## config.mk

```make
export PLATFORM = sky130hd
export DESIGN_NAME = conbus_rr_arb
export DESIGN_NICKNAME = d
export VERILOG_FILES = /design/src/rtl/conbus_defs.sv /design/src/rtl/conbus_rr_pick.sv /design/src/rtl/conbus_rr_arb.sv
export SDC_FILE = /design/constraint.sdc
export NUM_CORES = 1
export LEC_CHECK = 0
export BUFFER_PORTS_ARGS = -buffer_cell sky130_fd_sc_hd__buf_2
export CORE_AREA = 2 2 177 179
export DETAILED_ROUTE_END_ITERATION = 7
export DIE_AREA = 0 0 179 181
export PLACE_DENSITY_LB_ADDON = 0.08
export SYNTH_ARGS = -nofsm -noshare
export SYNTH_HDL_FRONTEND = slang
export SYNTH_SLANG_ARGS = --single-unit
```

## constraint.sdc

```tcl
create_clock -name sys_clk -period 7.2 [get_ports sys_clk]
set_clock_uncertainty 0.15 [all_clocks]
set_input_delay 1.44 -clock sys_clk [delete_from_list [all_inputs] [get_ports sys_clk]]
set_output_delay 1.44 -clock sys_clk [all_outputs]
set_load 0.01 [all_outputs]
```

## src/rtl/conbus_defs.sv

```systemverilog
// Shared sizing constants and helpers for the four-master conbus arbiter.
package conbus_defs;

    localparam int NMASTERS = 4;
    localparam int CNT_W    = 16;
    localparam int IDX_W    = 2;
    localparam int ADR_W    = 32;
    localparam int DAT_W    = 32;
    localparam int SEL_W    = 4;
    localparam int CTI_W    = 3;

    typedef logic [NMASTERS-1:0] mvec_t;

    function automatic logic [IDX_W-1:0] onehot_to_idx(input mvec_t oh);
        logic [IDX_W-1:0] idx;
        idx = '0;
        for (int i = 0; i < NMASTERS; i++) begin
            if (oh[i]) idx = idx | IDX_W'(i);
        end
        return idx;
    endfunction

endpackage

```

## src/rtl/conbus_rr_pick.sv

```systemverilog
// Rotating next-grant search: first requester after the current owner, else hold the current grant.
module conbus_rr_pick
    import conbus_defs::*;
(
    input  logic [NMASTERS-1:0] gnt,
    input  logic [NMASTERS-1:0] m_cyc,
    output logic [NMASTERS-1:0] next
);

    logic [IDX_W-1:0] cur;
    logic [IDX_W-1:0] idx;
    logic             found;

    assign cur = onehot_to_idx(gnt);

    // NOTE: every variable written here gets a default first, so no latch is inferred.
    always_comb begin
        next  = gnt;
        found = 1'b0;
        idx   = cur;
        for (int k = 1; k < NMASTERS; k++) begin
            idx = cur + IDX_W'(k);
            if (!found && m_cyc[idx]) begin
                next      = '0;
                next[idx] = 1'b1;
                found     = 1'b1;
            end
        end
    end

endmodule

```

## src/rtl/conbus_rr_arb.sv

```systemverilog
// Four-master Wishbone round-robin arbiter: per-cycle bus lock, combinational
// routing of the granted master, and a wait-state timeout that raises a bus error.
module conbus_rr_arb
    import conbus_defs::*;
#(
    parameter int TIMEOUT = 1024
) (
    input  logic                      sys_clk,
    input  logic                      sys_rst,
    input  logic [NMASTERS*ADR_W-1:0] m_adr,
    input  logic [NMASTERS*DAT_W-1:0] m_dat_w,
    input  logic [NMASTERS*SEL_W-1:0] m_sel,
    input  logic [NMASTERS*CTI_W-1:0] m_cti,
    input  logic [NMASTERS-1:0]       m_we,
    input  logic [NMASTERS-1:0]       m_cyc,
    input  logic [NMASTERS-1:0]       m_stb,
    output logic [DAT_W-1:0]          m_dat_r,
    output logic [NMASTERS-1:0]       m_ack,
    output logic [NMASTERS-1:0]       m_err,
    output logic [ADR_W-1:0]          s_adr,
    output logic [DAT_W-1:0]          s_dat_w,
    output logic [SEL_W-1:0]          s_sel,
    output logic [CTI_W-1:0]          s_cti,
    output logic                      s_we,
    output logic                      s_cyc,
    output logic                      s_stb,
    input  logic [DAT_W-1:0]          s_dat_r,
    input  logic                      s_ack,
    output logic [NMASTERS-1:0]       gnt
);

    logic [ADR_W-1:0] adr_a [NMASTERS];
    logic [DAT_W-1:0] dat_a [NMASTERS];
    logic [SEL_W-1:0] sel_a [NMASTERS];
    logic [CTI_W-1:0] cti_a [NMASTERS];

    for (genvar i = 0; i < NMASTERS; i++) begin : g_slice
        assign adr_a[i] = m_adr[i*ADR_W +: ADR_W];
        assign dat_a[i] = m_dat_w[i*DAT_W +: DAT_W];
        assign sel_a[i] = m_sel[i*SEL_W +: SEL_W];
        assign cti_a[i] = m_cti[i*CTI_W +: CTI_W];
    end

    logic [IDX_W-1:0]    g;
    logic [NMASTERS-1:0] gnt_next;
    logic [CNT_W-1:0]    wait_cnt;
    logic                cur_cyc;
    logic                cur_stb;
    logic                active;
    logic                timeout_fire;
    logic                gnt_change;

    assign g            = onehot_to_idx(gnt);
    assign cur_cyc      = m_cyc[g];
    assign cur_stb      = m_stb[g];
    assign active       = cur_cyc & cur_stb;
    assign timeout_fire = active & ~s_ack & (wait_cnt == CNT_W'(TIMEOUT - 1));
    assign gnt_change   = ~cur_cyc & (gnt_next != gnt);

    assign s_adr   = adr_a[g];
    assign s_dat_w = dat_a[g];
    assign s_sel   = sel_a[g];
    assign s_cti   = cti_a[g];
    assign s_we    = m_we[g];
    // The erroring cycle is withdrawn from the slave so it never sees a late strobe.
    assign s_cyc   = cur_cyc & ~timeout_fire;
    assign s_stb   = cur_stb & ~timeout_fire;

    assign m_dat_r = s_dat_r;
    assign m_ack   = {NMASTERS{s_ack}} & gnt & m_cyc & m_stb;
    assign m_err   = timeout_fire ? gnt : '0;

    conbus_rr_pick u_pick (
        .gnt   (gnt),
        .m_cyc (m_cyc),
        .next  (gnt_next)
    );

    // NOTE: sequential state uses non-blocking assignments so every flop samples pre-edge values.
    always_ff @(posedge sys_clk) begin
        if (sys_rst) begin
            gnt      <= NMASTERS'(1);
            wait_cnt <= '0;
        end else begin
            if (!cur_cyc) gnt <= gnt_next;
            if (!active || s_ack || timeout_fire || gnt_change) wait_cnt <= '0;
            else                                                wait_cnt <= wait_cnt + CNT_W'(1);
        end
    end

endmodule

```

# Word-level counts from Yosys, hierarchy flattened
# Cells that the tools add are included.
[word_totals]
n_memories = 0
output_inout_bits = 118
ram_bits = 0
input_bits = 331
reg_bits = 20
mem_bits_ro = 0
latch_bits = 0
[op_classes]
n_reduce_logical = 12
eq_ne = 2
shifts = 0
order_cmp = 8
n_div = 0
n_mul = 0
mux = 39
n_addsub = 4
n_bitwise = 13
[ops]
columns = ["operator", "count"]
rows = [
  ["32-bit binary-select mux with 2-bit select", 2],
  ["32-bit two-way mux", 4],
  ["4-bit two-way mux", 6],
  ["16-bit by 1-bit adder with 16-bit output, second input constant", 1],
  ["16-bit by 10-bit == test with 1-bit output, second input constant", 1],
  ["4-bit AND", 3],
  ["1-bit binary-select mux with 2-bit select", 6],
  ["2-bit by 3-bit less-than comparator with 1-bit output, second input constant", 4],
  ["1-bit two-way mux", 12],
  ["4-bit binary-select mux with 2-bit select", 1],
  ["1-bit AND", 6],
  ["3-bit binary-select mux with 2-bit select", 1],
  ["1-bit demux with 2-bit select", 3],
  ["2-bit by 1-bit >= comparator with 1-bit output, second input constant", 3],
  ["3-bit two-way mux", 2],
  ["1-bit logical AND", 5],
  ["2-bit adder, second input constant", 2],
  ["2-bit two-way mux", 2],
  ["4-bit inequality test", 1],
  ["3-bit >= comparator, second input constant", 1],
  ["1-bit zero test", 3],
  ["1-bit logical OR", 3],
  ["1-bit inverter", 3],
  ["2-bit inverter with 3-bit output", 1],
  ["other kinds (2)", 2],
]

# Logic depth before layout (Yosys ltp)
[depth]
word_depth = 17
ltp_mapped = 11
ltp_nobuf = 8

# Hierarchy
# From an unflattened synthesis, not the netlist that was laid out.
[unflattened]
cells_unflattened = 634
area_unflattened_um2 = 4018.9
[modules_own_cells]
columns = ["mod", "seq_area_each_um2", "instances", "area_per_inst_um2", "cells_each"]
rows = [
  ["conbus_rr_arb", 400.4, 1, 3603.5, 576],
  ["conbus_rr_pick", 0.0, 1, 415.4, 58],
]

# Worst setup path after synthesis
# Ideal clock, no wire load.
[synth_path]
path_kind = "input to output"
startpoint = "input port m_cyc[1]"
endpoint = "output port m_err[0]"
stages = 5
t_arrival_ps = 2550
path_slack_ps = 3060
path_cell_list = "clkbuf_1 > mux4_2 > nand2b_4 > nor3_1 > and2_1"
[synth_via]
elab_chain_cells = 6
[synth_rtl]
columns = ["element", "line", "text"]
rows = [
  ["start: declaration", "conbus_rr_arb.sv:15", "input logic [NMASTERS-1:0] m_cyc,"],
  ["1-bit binary-select mux with 2-bit select", "conbus_rr_arb.sv:54", "assign cur_cyc = m_cyc[g];"],
  ["1-bit two-way mux (not written as such)", "conbus_rr_arb.sv:54", ""],
  ["1-bit AND", "conbus_rr_arb.sv:56", "assign active = cur_cyc & cur_stb;"],
  ["1-bit AND (2 in series)", "conbus_rr_arb.sv:57", "assign timeout_fire = active & ~s_ack & (wait_cnt == CNT_W'(TIMEOUT - 1));"],
  ["4-bit two-way mux", "conbus_rr_arb.sv:71", "assign m_err = timeout_fire ? gnt : '0;"],
  ["end: declaration", "conbus_rr_arb.sv:19", "output logic [NMASTERS-1:0] m_err,"],
]
# No other way between the ends. The select of a mux whose other input is x is not followed.

# Final worst setup path
[layout_path]
startpoint = "register gnt[3]"
endpoint = "output port m_err[2]"
[layout_via]
elab_chain_cells = 7
word_cells_on_any_way = 9
[layout_rtl]
columns = ["element", "line", "text"]
rows = [
  ["start: declaration", "conbus_rr_arb.sv:29", "output logic [NMASTERS-1:0] gnt"],
  ["start signal: assignment", "conbus_rr_arb.sv:85", "if (!cur_cyc) gnt <= gnt_next;"],
  ["2-bit two-way mux *", "conbus_defs.sv:18", "if (oh[i]) idx = idx | IDX_W'(i);"],
  ["1-bit binary-select mux with 2-bit select, on equally long branches", "conbus_rr_arb.sv:54, conbus_rr_arb.sv:55", ""],
  ["1-bit two-way mux, on equally long branches", "conbus_rr_arb.sv:54, conbus_rr_arb.sv:55", ""],
  ["1-bit AND *", "conbus_rr_arb.sv:56", ""],
  ["1-bit AND * (2 in series)", "conbus_rr_arb.sv:57", ""],
  ["4-bit two-way mux *", "conbus_rr_arb.sv:71", ""],
]
# Every way passes the cells marked *; elsewhere a longest branch is shown, timed or not. The select of a mux whose other input is x is not followed.

==> run_results.csv <==
group,metric,value,unit
outcome,outcome,"finished clean",
timing,relSlewSlack,0.339,
cts,htreeDepth,1,
cts,hold_buffers,0,
logic_synthesis,ys_types,45,
logic_synthesis,synth_ff_type,"dfxtp_1",
place,io_buffers,384,
timing,period_needed,4.80,ns
timing,slew_viol_final,0,
logic_synthesis,synthTopCellsByArea,"nand2_1, a211oi_1, and2_1",
routing,drt_iter0_drc,204,
die,die_h,181,um
routing,dr_wl_met2,12900,um
timing,fmax,208,MHz
cts,cts-buffers-inserted,3,
die,initial_utilization,0.126,
logic_synthesis,synth_area,3820,um2
critical_path,critPathSlowestCell,"mux4_2",
global_routing,overflow,0,
routing,drtAntennaViolNets,0,
critical_path,crit_chain,"or2_4 -> buf_4 -> mux4_2 -> nand2b_4 -> nor3_1 -> and2_1 -> buf_2",
timing,hold_violations,0,
logic_synthesis,syn_inst,604,
timing,period_share,0.667,
critical_path,cp-start-kind,"register",
logic_synthesis,yosys.area.top_type,"nand2_1",
place,place_inst,1302,
pwr,p_leak,2.75,nW
die,die_w,179,um
routing,dr.pass1.iters,4,
die,core-area,30300,um2
logic_synthesis,ys.warnings.count,0,
cts,cts.sinks,20,
critical_path,cp-end-kind,"output port",
cts,cts-root-buf,"clkbuf_16",
logic_synthesis,seq_area_frac_synth,0.105,
routing,viasPerCell,4.19,
routing,wl_per_cell,18.4,um
timing,timing.setup.tns,0,ns
routing,routed_wl,24100,um
global_routing,antenna_found_initial,4,
global_routing,track_usage,0.139,
cts,cts_resized,0,
logic_synthesis,ys_ff_latch,20,
routing,vias,5482,
pwr,ir_drop,0.196,mV
cts,clock_path_buffers,2,
logic_synthesis,synth_async_sr_flop_share,0,
critical_path,required,5.61,ns
critical_path,critical_path_peak_fanout,52,
pwr,powerDensity,437,nW/um2
routing,wl_met3,1640,um
critical_path,critPathKind,"reg -> out",
cts,clkLatencyLatePin,0.26,ns
logic_synthesis,avgSynthCellArea,6.33,um2
place,place_congestion,0.810,
logic_synthesis,synth_edf_count,0,
die,rows,64,
timing,worst_slew_pin_slew,0.991,ns
final_layout,area_growth,54.9,%
critical_path,crit_family,"simple AND/OR/NAND/NOR gates",
critical_path,arrival,3.21,ns
final_layout,nNetsFinal,1244,
critical_path,critPathBufInv,2,
job,cap_violations,0,
global_routing,grt_max_degree,84,
cts,post-cts-setup-buffers,0,
cts,cts_tree,"done",
final_layout,final_cell_count_no_fill,1307,
die,dieArea,32400,um2
critical_path,cpPeakStageDelay,0.72,ns
global_routing,first_global_vias,5460,
logic_synthesis,synth_nets,937,
min_path,hp-class,"reg -> reg",
cts,clkSlewWorstSetupHoldPaths,0.06,ns
routing,wl_met1,9290,um
final_layout,drive_gt1_frac,0.462,
place,dp_hpwl,18900,um
logic_synthesis,synth.top_cell.area_share,0.158,
die,num_io_pins,449,
routing,routed.top_layer,"met5",
routing,route.detailed.drc,0,
global_routing,grt_pass1_wl,34500,um
timing,rsz0062_at_grt,"no",
timing,setup_viol,0,
-- routing by layer --
metal,vias to the layer above,global-route usage
met5,-,0
met4,6,0.0137
met3,16,0.0337
met2,232,0.264
met1,2493,0.161
li1,2735,-
-- sequential cells by signal, indices dropped and copies added, names as in the netlist --
name / cells
gnt: 4
wait_cnt: 16
-- cell type report --
type | instances | area [um2]
inverters | 7 | 28.8
well taps | 396 | 495
clock buffers | 3 | 75.1
diodes | 1 | 2.50
multi-input cells | 489 | 2900
repair buffers | 390 | 1990
flip-flops and latches | 20 | 402
clock inverters | 1 | 30.0
fillers | 3568 | 24400
-- metrics by stage --
step	hold slack (ns)	power, mW	utilization	setup WS [ns]	area (um2)
after global routing	0.347	2.82	0.195	2.17	5920
after floorplan	0.273	1.57	-	3.06	3820
after detailed placement	0.298	2.49	0.192	2.62	5820
after CTS	0.313	2.66	0.195	2.35	5920
after global placement	0.292	2.53	0.192	2.68	5820
final	0.306	2.59	0.195	2.40	5920
-- logic make-up (layout without fill, tap and decap cells) --
| logic type | count (synthesis) | count (layout) | share of synthesized area |
|---|---|---|---|
| xor gates and xnor gates | 14 | 14 | 0.0321 |
| muxes | 10 | 10 | 0.0340 |
| buffers and inverters | 95 | 401 | 0.137 |
| adders and majority gates | 2 | 2 | 0.00654 |
| other | 0 | 1 | 0 |
| AOI/OAI and AO/OA | 162 | 162 | 0.290 |
| and+or+nand+nor | 301 | 301 | 0.395 |
| DFF | 20 | 20 | 0.105 |
-- worst paths after layout --
check	endpoint	from	cells past startpoint	slack (ns)
worst min-delay path	wait_cnt[0]	wait_cnt[0]	1	0.31
worst max-delay path	m_err[2]	gnt[3]	7	2.40
worst min register to register	wait_cnt[0]	wait_cnt[0]	1	0.31
worst max register to register	gnt[1]	gnt[3]	8	3.63
-- Yosys cell counts (2+ instances only) --
| cell | instances |
|---|---|
| xnor2_1 | 7 |
| o21ai_0 | 4 |
| a211oi_1 | 74 |
| buf_12 | 2 |
| and4_1 | 5 |
| nor2_4 | 8 |
| mux2i_1 | 4 |
| dfxtp_1 | 20 |
| nor3_1 | 5 |
| inv_1 | 7 |
| nor2_2 | 2 |
| nor4_1 | 4 |
| and2_1 | 76 |
| nand3_1 | 8 |
| a21oi_1 | 3 |
| mux4_2 | 2 |
| clkbuf_1 | 49 |
| nor2_1 | 16 |
| nand2_1 | 161 |
| mux2_2 | 4 |
| and3_1 | 2 |
| a31oi_1 | 73 |
| o31ai_1 | 2 |
| ha_1 | 2 |
| xor2_1 | 7 |
| nand4_1 | 5 |
| buf_4 | 34 |
-- placed cells by master (no fill, tap or decap), drive strengths merged, types with 3 or more instances in the layout --
cell | netlist | final
and4 | 5 | 5
buf | 39 | 390
xnor2 | 7 | 7
nor3 | 6 | 6
nand3 | 8 | 8
a31oi | 73 | 73
inv | 7 | 7
mux2i | 4 | 4
a21oi | 3 | 3
nand2 | 161 | 161
dfxtp | 20 | 20
and2 | 76 | 76
clkbuf | 49 | 3
xor2 | 7 | 7
nor4 | 4 | 4
a211oi | 74 | 74
nand4 | 5 | 5
mux2 | 4 | 4
o21ai | 5 | 5
nor2 | 26 | 26
-- where the power goes --
part	switching [mW]	internal [mW]	leakage, nW
Sequential	0.0201	0.123	0.162
Clock	0.0444	0.110	0.0511
Combinational	1.48	0.808	2.54
(Power assumes the default switching activity.)
